### src/rtl/vmem_fill_ctrl.sv
// ---------------------------------------------------------------------------
// vmem_fill_ctrl
//
// Rectangle-fill engine and write-port arbiter for the 3-bit/pixel VMEM that
// feeds the ST7789 display. Software programs a rectangle (XY, WH) and a
// colour, then writes start; the engine writes one pixel into VMEM on every
// cycle the CPU is not storing to VMEM itself.
//
// Ports:
//   clk_i, rst_i          system clock, synchronous active-high reset
//   cfg_we_i              config register write strobe (address-qualified)
//   cfg_addr_i[3:0]       byte offset, [3:2] selects CTRL/XY/WH/COLOR
//   cfg_wdata_i[31:0]     config write data
//   cfg_rdata_o[31:0]     registered config read data (1 cycle latency)
//   cpu_we_i              CPU VMEM store strobe, always has priority
//   cpu_addr_i[15:0]      CPU VMEM address {y, x}
//   cpu_wdata_i[2:0]      CPU pixel colour
//   vmem_we_o             VMEM write enable
//   vmem_addr_o[15:0]     VMEM address {y, x}
//   vmem_wdata_o[2:0]     VMEM colour
//   busy_o                high from start acceptance to the end of DONE
//   done_o                one-cycle pulse when a fill completes
// ---------------------------------------------------------------------------
module vmem_fill_ctrl #(
    parameter int SCREEN_W = 240,
    parameter int SCREEN_H = 240
) (
    input  logic        clk_i,
    input  logic        rst_i,
    input  logic        cfg_we_i,
    input  logic [3:0]  cfg_addr_i,
    input  logic [31:0] cfg_wdata_i,
    output logic [31:0] cfg_rdata_o,
    input  logic        cpu_we_i,
    input  logic [15:0] cpu_addr_i,
    input  logic [2:0]  cpu_wdata_i,
    output logic        vmem_we_o,
    output logic [15:0] vmem_addr_o,
    output logic [2:0]  vmem_wdata_o,
    output logic        busy_o,
    output logic        done_o
);

    typedef enum logic [1:0] {
        IDLE  = 2'd0,
        SETUP = 2'd1,
        FILL  = 2'd2,
        DONE  = 2'd3
    } state_e;

    localparam logic [8:0] SCREEN_W9 = 9'(SCREEN_W);
    localparam logic [8:0] SCREEN_H9 = 9'(SCREEN_H);

    state_e      state_q;
    logic [15:0] xy_q;
    logic [15:0] wh_q;
    logic [2:0]  color_q;
    logic        doneSticky_q;
    logic [7:0]  x0_q;
    logic [7:0]  xe_q;
    logic [7:0]  ye_q;
    logic [7:0]  x_q;
    logic [7:0]  y_q;
    logic [2:0]  fillColor_q;

    logic        ctrlWrite;
    logic        startReq;
    logic        abortReq;
    logic [8:0]  xSum;
    logic [8:0]  ySum;
    logic [8:0]  xEnd;
    logic [8:0]  yEnd;
    logic [7:0]  xeClip_d;
    logic [7:0]  yeClip_d;
    logic        emptyRect;
    logic        unusedCfgBits;

    // Control-register decode. Abort dominates start, so a write carrying
    // both bits never launches a fill.
    assign ctrlWrite = cfg_we_i && (cfg_addr_i[3:2] == 2'd0);
    assign abortReq  = ctrlWrite && cfg_wdata_i[1];
    assign startReq  = ctrlWrite && cfg_wdata_i[0] && !cfg_wdata_i[1];

    // Clipped inclusive end coordinates. The sums are 9 bits wide so that a
    // start near 255 plus a large width cannot wrap before the clamp. When
    // the rectangle is empty these values are never used.
    assign xSum      = {1'b0, xy_q[7:0]}  + {1'b0, wh_q[7:0]};
    assign ySum      = {1'b0, xy_q[15:8]} + {1'b0, wh_q[15:8]};
    assign xEnd      = (xSum > SCREEN_W9) ? SCREEN_W9 : xSum;
    assign yEnd      = (ySum > SCREEN_H9) ? SCREEN_H9 : ySum;
    assign xeClip_d  = 8'(xEnd - 9'd1);
    assign yeClip_d  = 8'(yEnd - 9'd1);
    assign emptyRect = (wh_q[7:0] == 8'd0) || (wh_q[15:8] == 8'd0) ||
                       ({1'b0, xy_q[7:0]} >= SCREEN_W9) ||
                       ({1'b0, xy_q[15:8]} >= SCREEN_H9);

    // Upper write-data bits and the byte-lane address bits carry no meaning
    // for any register; they are folded together here only so that they are
    // visibly consumed.
    assign unusedCfgBits = ^{cfg_wdata_i[31:16], cfg_addr_i[1:0]};

    // Software-visible parameter registers. They may be rewritten during a
    // fill; the running fill keeps the copies it latched in SETUP.
    always_ff @(posedge clk_i) begin
        if (rst_i) begin
            xy_q    <= '0;
            wh_q    <= '0;
            color_q <= '0;
        end else if (cfg_we_i) begin
            case (cfg_addr_i[3:2])
                2'd1:    xy_q    <= cfg_wdata_i[15:0];
                2'd2:    wh_q    <= cfg_wdata_i[15:0];
                2'd3:    color_q <= cfg_wdata_i[2:0];
                default: ;
            endcase
        end
    end

    // Registered read port: the value reflects the register contents during
    // the cycle the address was presented. Unused bits read as zero.
    always_ff @(posedge clk_i) begin
        if (rst_i) begin
            cfg_rdata_o <= '0;
        end else begin
            case (cfg_addr_i[3:2])
                2'd0:    cfg_rdata_o <= {30'd0, doneSticky_q, busy_o};
                2'd1:    cfg_rdata_o <= {16'd0, xy_q};
                2'd2:    cfg_rdata_o <= {16'd0, wh_q};
                default: cfg_rdata_o <= {29'd0, color_q};
            endcase
        end
    end

    // Fill sequencer. busy_o and done_o are registered alongside the state so
    // they line up exactly with SETUP/FILL/DONE. In FILL the pixel counters
    // only advance on cycles where the engine actually owns the port, which is
    // what makes a CPU store a pure stall rather than a skipped pixel.
    always_ff @(posedge clk_i) begin
        if (rst_i) begin
            state_q      <= IDLE;
            busy_o       <= 1'b0;
            done_o       <= 1'b0;
            doneSticky_q <= 1'b0;
            x0_q         <= '0;
            xe_q         <= '0;
            ye_q         <= '0;
            x_q          <= '0;
            y_q          <= '0;
            fillColor_q  <= '0;
        end else begin
            done_o <= 1'b0;
            case (state_q)
                IDLE: begin
                    if (startReq) begin
                        state_q      <= SETUP;
                        busy_o       <= 1'b1;
                        doneSticky_q <= 1'b0;
                    end
                end
                SETUP: begin
                    x0_q        <= xy_q[7:0];
                    x_q         <= xy_q[7:0];
                    y_q         <= xy_q[15:8];
                    xe_q        <= xeClip_d;
                    ye_q        <= yeClip_d;
                    fillColor_q <= color_q;
                    if (abortReq) begin
                        state_q <= IDLE;
                        busy_o  <= 1'b0;
                    end else if (emptyRect) begin
                        state_q <= DONE;
                        done_o  <= 1'b1;
                    end else begin
                        state_q <= FILL;
                    end
                end
                FILL: begin
                    if (abortReq) begin
                        state_q <= IDLE;
                        busy_o  <= 1'b0;
                    end else if (!cpu_we_i) begin
                        if (x_q == xe_q) begin
                            if (y_q == ye_q) begin
                                state_q <= DONE;
                                done_o  <= 1'b1;
                            end else begin
                                x_q <= x0_q;
                                y_q <= y_q + 8'd1;
                            end
                        end else begin
                            x_q <= x_q + 8'd1;
                        end
                    end
                end
                DONE: begin
                    state_q <= IDLE;
                    busy_o  <= 1'b0;
                    if (!abortReq) begin
                        doneSticky_q <= 1'b1;
                    end
                end
                default: begin
                    state_q <= IDLE;
                    busy_o  <= 1'b0;
                end
            endcase
        end
    end

    // Write-port arbiter. The CPU always wins in the same cycle; the engine
    // drives the port only in FILL when the CPU is quiet.
    always_comb begin
        vmem_we_o    = 1'b0;
        vmem_addr_o  = '0;
        vmem_wdata_o = '0;
        if (cpu_we_i) begin
            vmem_we_o    = 1'b1;
            vmem_addr_o  = cpu_addr_i;
            vmem_wdata_o = cpu_wdata_i;
        end else if (state_q == FILL) begin
            vmem_we_o    = 1'b1;
            vmem_addr_o  = {y_q, x_q};
            vmem_wdata_o = fillColor_q;
        end
    end

endmodule
### config.mk
export PLATFORM = sky130hd
export DESIGN_NAME = vmem_fill_ctrl
export DESIGN_NICKNAME = d
export VERILOG_FILES = /design/src/rtl/vmem_fill_ctrl.sv
export SDC_FILE = /design/constraint.sdc
export NUM_CORES = 1
export LEC_CHECK = 0
export ABC_AREA = 1
export BUFFER_PORTS_ARGS = -buffer_cell sky130_fd_sc_hd__buf_2
export CORE_ASPECT_RATIO = 0.8
export CORE_MARGIN = 8
export CORE_UTILIZATION = 35
export CTS_BUF_LIST = sky130_fd_sc_hd__clkbuf_16
export DETAILED_ROUTE_END_ITERATION = 8
export GPL_ROUTABILITY_DRIVEN = 0
export PLACE_DENSITY_LB_ADDON = 0.08
export SYNTH_ARGS = -nofsm -noshare
export SYNTH_HDL_FRONTEND = slang
export SYNTH_SLANG_ARGS = --single-unit
export TNS_END_PERCENT = 20
### constraint.sdc
create_clock -name clk_i -period 3.8 [get_ports clk_i]
set_clock_uncertainty 0.15 [all_clocks]
set_input_delay 0.19 -clock clk_i [delete_from_list [all_inputs] [get_ports clk_i]]
set_output_delay 0.19 -clock clk_i [all_outputs]
set_load 0.005 [all_outputs]
## Yosys cells after proc, flatten, opt, wreduce, memory -nomap -nowiden

Index checks and enable logic that the tools add are counted.

| operators by class | value |
|---|---|
| $add $sub $neg | 6 |
| order comparisons | 4 |
| reduce and logical (&&, ||, !) cells | 23 |
| equality and inequality tests | 19 |
| muxes and demuxes | 40 |

Operator list:

| kind | number |
|---|---|
| 8-bit two-way mux | 10 |
| 16-bit one-hot mux with 3 select lines | 1 |
| 16-bit two-way mux | 2 |
| 8-bit one-hot mux with 2 select lines | 2 |
| 8-bit by 8-bit adder with 9-bit output | 2 |
| 9-bit by 8-bit greater-than comparator with 1-bit output (second input constant) | 2 |
| 8-bit by 1-bit adder with 8-bit output (second input constant) | 2 |
| 8-bit == test | 2 |
| 8-bit >= comparator (second input constant) | 2 |
| 8-bit zero test | 2 |
| 8-bit by 1-bit subtractor with 8-bit output (second input constant) | 2 |
| 1-bit two-way mux | 13 |
| 2-bit two-way mux | 6 |
| 2-bit != test (second input constant) | 6 |
| 3-bit != test (second input constant) | 4 |
| 2-bit == test (second input constant) | 4 |
| 2-bit one-hot mux with 4 select lines | 1 |
| 2-bit AND reduction | 4 |
| 4-bit AND reduction | 2 |
| 3-bit two-way mux | 2 |
| 5-bit AND reduction | 1 |
| 2-bit by 1-bit == test with 1-bit output (second input constant) | 2 |
| 1-bit logical AND | 4 |
| 2-bit zero test | 2 |
| other kinds (8) | 12 |

| word-level totals | value |
|---|---|
| word-level logic and storage cells | 106 |
| register bits | 115 |
| input bits | 59 |
| output and inout port bits | 54 |

## Longest topological paths before layout

| depth | value |
|---|---|
| depth in word-level cells | 7 |
| gate-level depth with buffers | 21 |
| gate-level depth less buffers | 21 |

## Worst setup path before layout

Ideal clock, no wire load.

| timing | value |
|---|---|
| path kind | flip-flop to flip-flop |
| from | register xy_q[0] |
| to | register xe_q[2] |
| stages on the path, launching flop included | 16 |
| setup time | 0.113 ns |
| arrival | 2.409 ns |
| setup slack | 1.128 ns |
| cells stage by stage | dfxtp_1 > ha_1 > inv_1 > fa_1 > xnor2_1 > nor2_1 > nand3_1 > nand2_1 > nor2_1 > nand2_1 > nand2_1 > or2_2 > ha_1 > xnor2_1 > o21ai_1 > inv_1 |

| between the ends | value |
|---|---|
| cells in the longest elaborated chain, start to end | 4 |

RTL lines:

| element | RTL line | RTL |
|---|---|---|
| from (decl) | 55 | `logic [15:0] xy_q;` |
| from (signal assigned) | 111 | `2'd1: xy_q <= cfg_wdata_i[15:0];` |
| 8-bit by 8-bit adder with 9-bit output (*) | 87 | `assign xSum = {1'b0, xy_q[7:0]} + {1'b0, wh_q[7:0]};` |
| 9-bit by 8-bit greater-than comparator with 1-bit output | 89 | `assign xEnd = (xSum > SCREEN_W9) ? SCREEN_W9 : xSum;` |
| 8-bit two-way mux (*) | 89 |  |
| 8-bit by 1-bit subtractor with 8-bit output (*) | 91 | `assign xeClip_d = 8'(xEnd - 9'd1);` |
| to (signal assigned) | 164 | `xe_q <= xeClip_d;` |
| to (decl) | 60 | `logic [7:0] xe_q;` |

Mark *: on every way between the ends. The rest lies on a longest branch, timed or not.
A chain may end at the register's enable or synchronous reset.

## Worst setup path in the final report

| timing | value |
|---|---|
| from | register state_q[0] |
| to | output port vmem_addr_o[4] |

| between the ends | value |
|---|---|
| cells in the longest elaborated chain, start to end | 3 |

RTL lines:

| element | RTL line | RTL |
|---|---|---|
| from (decl) | 54 | `state_e state_q;` |
| from (signal assigned) | 140 | `state_q <= IDLE;` |
| from (signal assigned) | 155 | `state_q <= SETUP;` |
| from (signal assigned) | 168 | `state_q <= IDLE;` |
| 2-bit == test | 220 | `end else if (state_q == FILL) begin` |
| 16-bit two-way mux | 220 |  |
| 16-bit two-way mux | 216 | `if (cpu_we_i) begin` |
| to (decl) | 38 | `output logic [15:0] vmem_addr_o,` |

Every way passes these cells.

==> results.json <==
{
  "cts_inserted_buffers": 9,
  "fin_crit_ns": 3.08,
  "cts.reportedPaths.clkPinSlew_ns": 0.07,
  "synthesis.area_um2": 6010,
  "fillers": 1809,
  "run_status": "complete, no violations",
  "synth-main-ff-cell": "dfxtp_1",
  "yosys_warning_total": 0,
  "power.share.combinational_pct": 23.9,
  "clkPwrFrac_pct": 33.9,
  "p_sw_mw": 0.930,
  "internal_power_mw": 1.96,
  "per_instance_average_area_after_synthesis_um2": 6.64,
  "nets": 1060,
  "n_antenna_cell": 0,
  "post_drt_via_cell_ratio": 4.82,
  "first_global_vias": 5396,
  "worst_setup_end_kind": "output port",
  "fp.dieH_um": 133,
  "power.density_nw_per_um2": 415,
  "timing.final.crit_share_pct": 80.9,
  "drt_pass_1_iters": 5,
  "ys_async_sr_fraction_pct": 0,
  "ir_worst_vdd_mv": 0.241,
  "vias": 5802,
  "netlist_instances": 905,
  "max_cap_violations": 0,
  "max_slew_margin_pct": 35.8,
  "pin_count": 113,
  "floorplan.die.width_um": 162,
  "multiInputGateArea_um2": 3330,
  "grt_start_max_net_pins": 47,
  "floorplan.die_area_um2": 21600,
  "antenna_violations_before_repair": 1,
  "drcViolationCount": 0,
  "grt_first_pass_wirelength_um": 29100,
  "drt_first_iter_violations": 439,
  "ff_latch_count_synth": 99,
  "critical_path.startpoint_type": "flip-flop",
  "critPathMaxFanout": 27,
  "synth_edf_count": 0,
  "finalWirelength_um": 17900,
  "clock_tree_from_tritoncts": "yes",
  "power.share.sequential_pct": 42.2,
  "final.setup.tns_ns": 0,
  "route.detailed.wl_per_inst_um": 14.8,
  "swShare_pct": 32.2,
  "clock_sink_count": 99,
  "maxClockFrequency_ghz": 0.325,
  "rows": 43,
  "initial_core_util_pct": 35.2,
  "critPathArrivalTime_ns": 2.74,
  "worstPathRequired_ns": 3.46,
  "flow.area_growth_from_synthesis_pct": 15.6,
  "design_power_total_mw": 2.89,
  "io_buffers": 78,
  "finalHoldViolCount": 0,
  "utilization_pct": 40.7,
  "drive_gt1_share_pct": 12.7,
  "critical_path_class": "flip-flop to output port",
  "grt_overflow": 0,
  "reg2reg_depth": 15,
  "setup_violations": 0,
  "cts_resized": 0,
  "netlist-cell-type-count": 43,
  "hpwlAfterDp_um": 13300,
  "clk_root_buffer_cell": "clkbuf_16",
  "whs_path_depth": 3,
  "clock_latency_ns": 0.35,
  "synth_seq_area_share_pct": 33.0,
  "cts-htree-levels": 3,
  "rsz0062_at_grt": "no",
  "route.antenna.remaining_nets": 0,
  "core_region_area_um2": 17100,
  "grt_use_total_pct": 16.6,
  "worst_hold_path_type": "input port to flip-flop",
  "cts.path.max_buffers": 2,
  "worst_pin_slew_ns": 0.964,
  "register_area_um2": 1980,
  "leakage_power_nw": 3.24,
  "maxSlewViolCount": 0
}
flip-flops by register name, summed over array words and instances, names as in the netlist:
signal	flops
cfg_rdata_o	16
wh_q	16
xy_q	16
x0_q	8
x_q	8
xe_q	8
y_q	8
ye_q	8
color_q	3
fillColor_q	3
state_q	2
busy_o	1
doneSticky_q	1
done_o	1
path summary, 6_finish.rpt:
kind | slack, ns | end | start
max reg2reg | 0.83 | xe_q[2] | xy_q[0]
max | 0.72 | vmem_addr_o[4] | state_q[0]
min reg2reg | 0.34 | cfg_rdata_o[5] | wh_q[5]
min | 0.02 | color_q[2] | cfg_wdata_i[2]
logic make-up after synthesis:
kind of cell               after synthesis  share of synthesized area [%]
adders and majority gates               27                           5.87
DFF                                     99                           33.0
AOI/OAI and AO/OA                      227                           20.4
other                                    1                         0.0624
xor gates and xnor gates                15                           2.19
buffers and inverters                  181                           12.5
and+or+nand+nor                        355                           26.0
Yosys cell counts (all sizes together), types with 3 or more instances:
| cell type | n | share of area [%] |
|---|---|---|
| a21oi | 99 | 8.4 |
| a31oi | 3 | 0.42 |
| buf | 24 | 2.7 |
| clkbuf | 31 | 1.9 |
| dfxtp | 99 | 33 |
| ha | 25 | 5.2 |
| inv | 126 | 7.9 |
| nand2 | 197 | 13 |
| nand3 | 65 | 5.6 |
| nand3b | 4 | 0.50 |
| nand4 | 14 | 1.5 |
| nor2 | 59 | 3.9 |
| nor3 | 4 | 0.33 |
| nor4 | 3 | 0.67 |
| o211ai | 5 | 0.62 |
| o21ai | 98 | 8.2 |
| o22ai | 7 | 0.83 |
| o31ai | 9 | 1.1 |
| or2 | 8 | 0.83 |
| xnor2 | 4 | 0.58 |
| xor2 | 11 | 1.6 |
power groups by stage:
stage	clock network [mW]	registers, mW	logic (mW)
after floorplan	0	1.21	0.530
after global placement	0	1.24	0.680
after detailed placement	0	1.24	0.682
after CTS	1.01	1.22	0.695
after global routing	1.04	1.23	0.795
final	0.978	1.22	0.690
layout by cell type (no fill, tap or decap), drive strengths merged, types with 3 or more instances in the layout:
cell type	Yosys	layout
nand2	197	197
inv	126	126
dfxtp	99	99
a21oi	99	99
o21ai	98	98
buf	24	85
nand3	65	65
nor2	59	59
ha	25	25
conb	1	16
nand4	14	14
dlygate4sd3	0	13
xor2	11	11
o31ai	9	9
clkbuf	31	9
or2	8	8
o22ai	7	7
o211ai	5	5
clkinv	0	5
nand3b	4	4
nor3	4	4
xnor2	4	4
a31oi	3	3
nor4	3	3
metal layers:
metal  routed length (um)  vias up  share of wire (%)  global-route usage (%)
met5                   10        -              0.056                       0
met4                  140        2               0.78                    3.18
met3                 1100       15                6.2                    3.95
met2                 6570      152                 37                    22.2
met1                10000     2566                 56                    25.7
li1                     -     3067                  -                       -
critical path, cell delays in order (launching register included):
cell	delay, ns
dfxtp_1	0.33
inv_1	0.13
ha_1	0.81
inv_1	0.59
o31ai_1	0.35
buf_2	0.16
metrics by stage:
stage	cells	cell area [um2]	hold slack (ns)	worst slack, ns
2_1_floorplan	920	6060	0.208	1.13
3_3_place_gp	1175	6510	0.332	0.838
3_5_place_dp	1175	6510	0.332	0.856
4_1_cts	1204	6950	0.0163	0.674
5_1_grt	1204	6950	0.0495	0.404
6_report	1204	6950	0.0238	0.724
repair_timing:
action                                 in CTS  in global routing
endpoints found under the hold margin      22                  0
hold buffers                               13                  0
buffers inserted                            0                  0
layout make-up:
cell class / count / area share [%]
clock buffer: 9 / 3.24
clock inverter: 7 / 1.19
inverter: 126 / 6.81
multi-input combinational: 640 / 47.9
sequential: 99 / 28.5
tap: 225 / 4.05
timing repair buffer: 98 / 8.25
No activity file was read; power rests on OpenSTA's default activity.
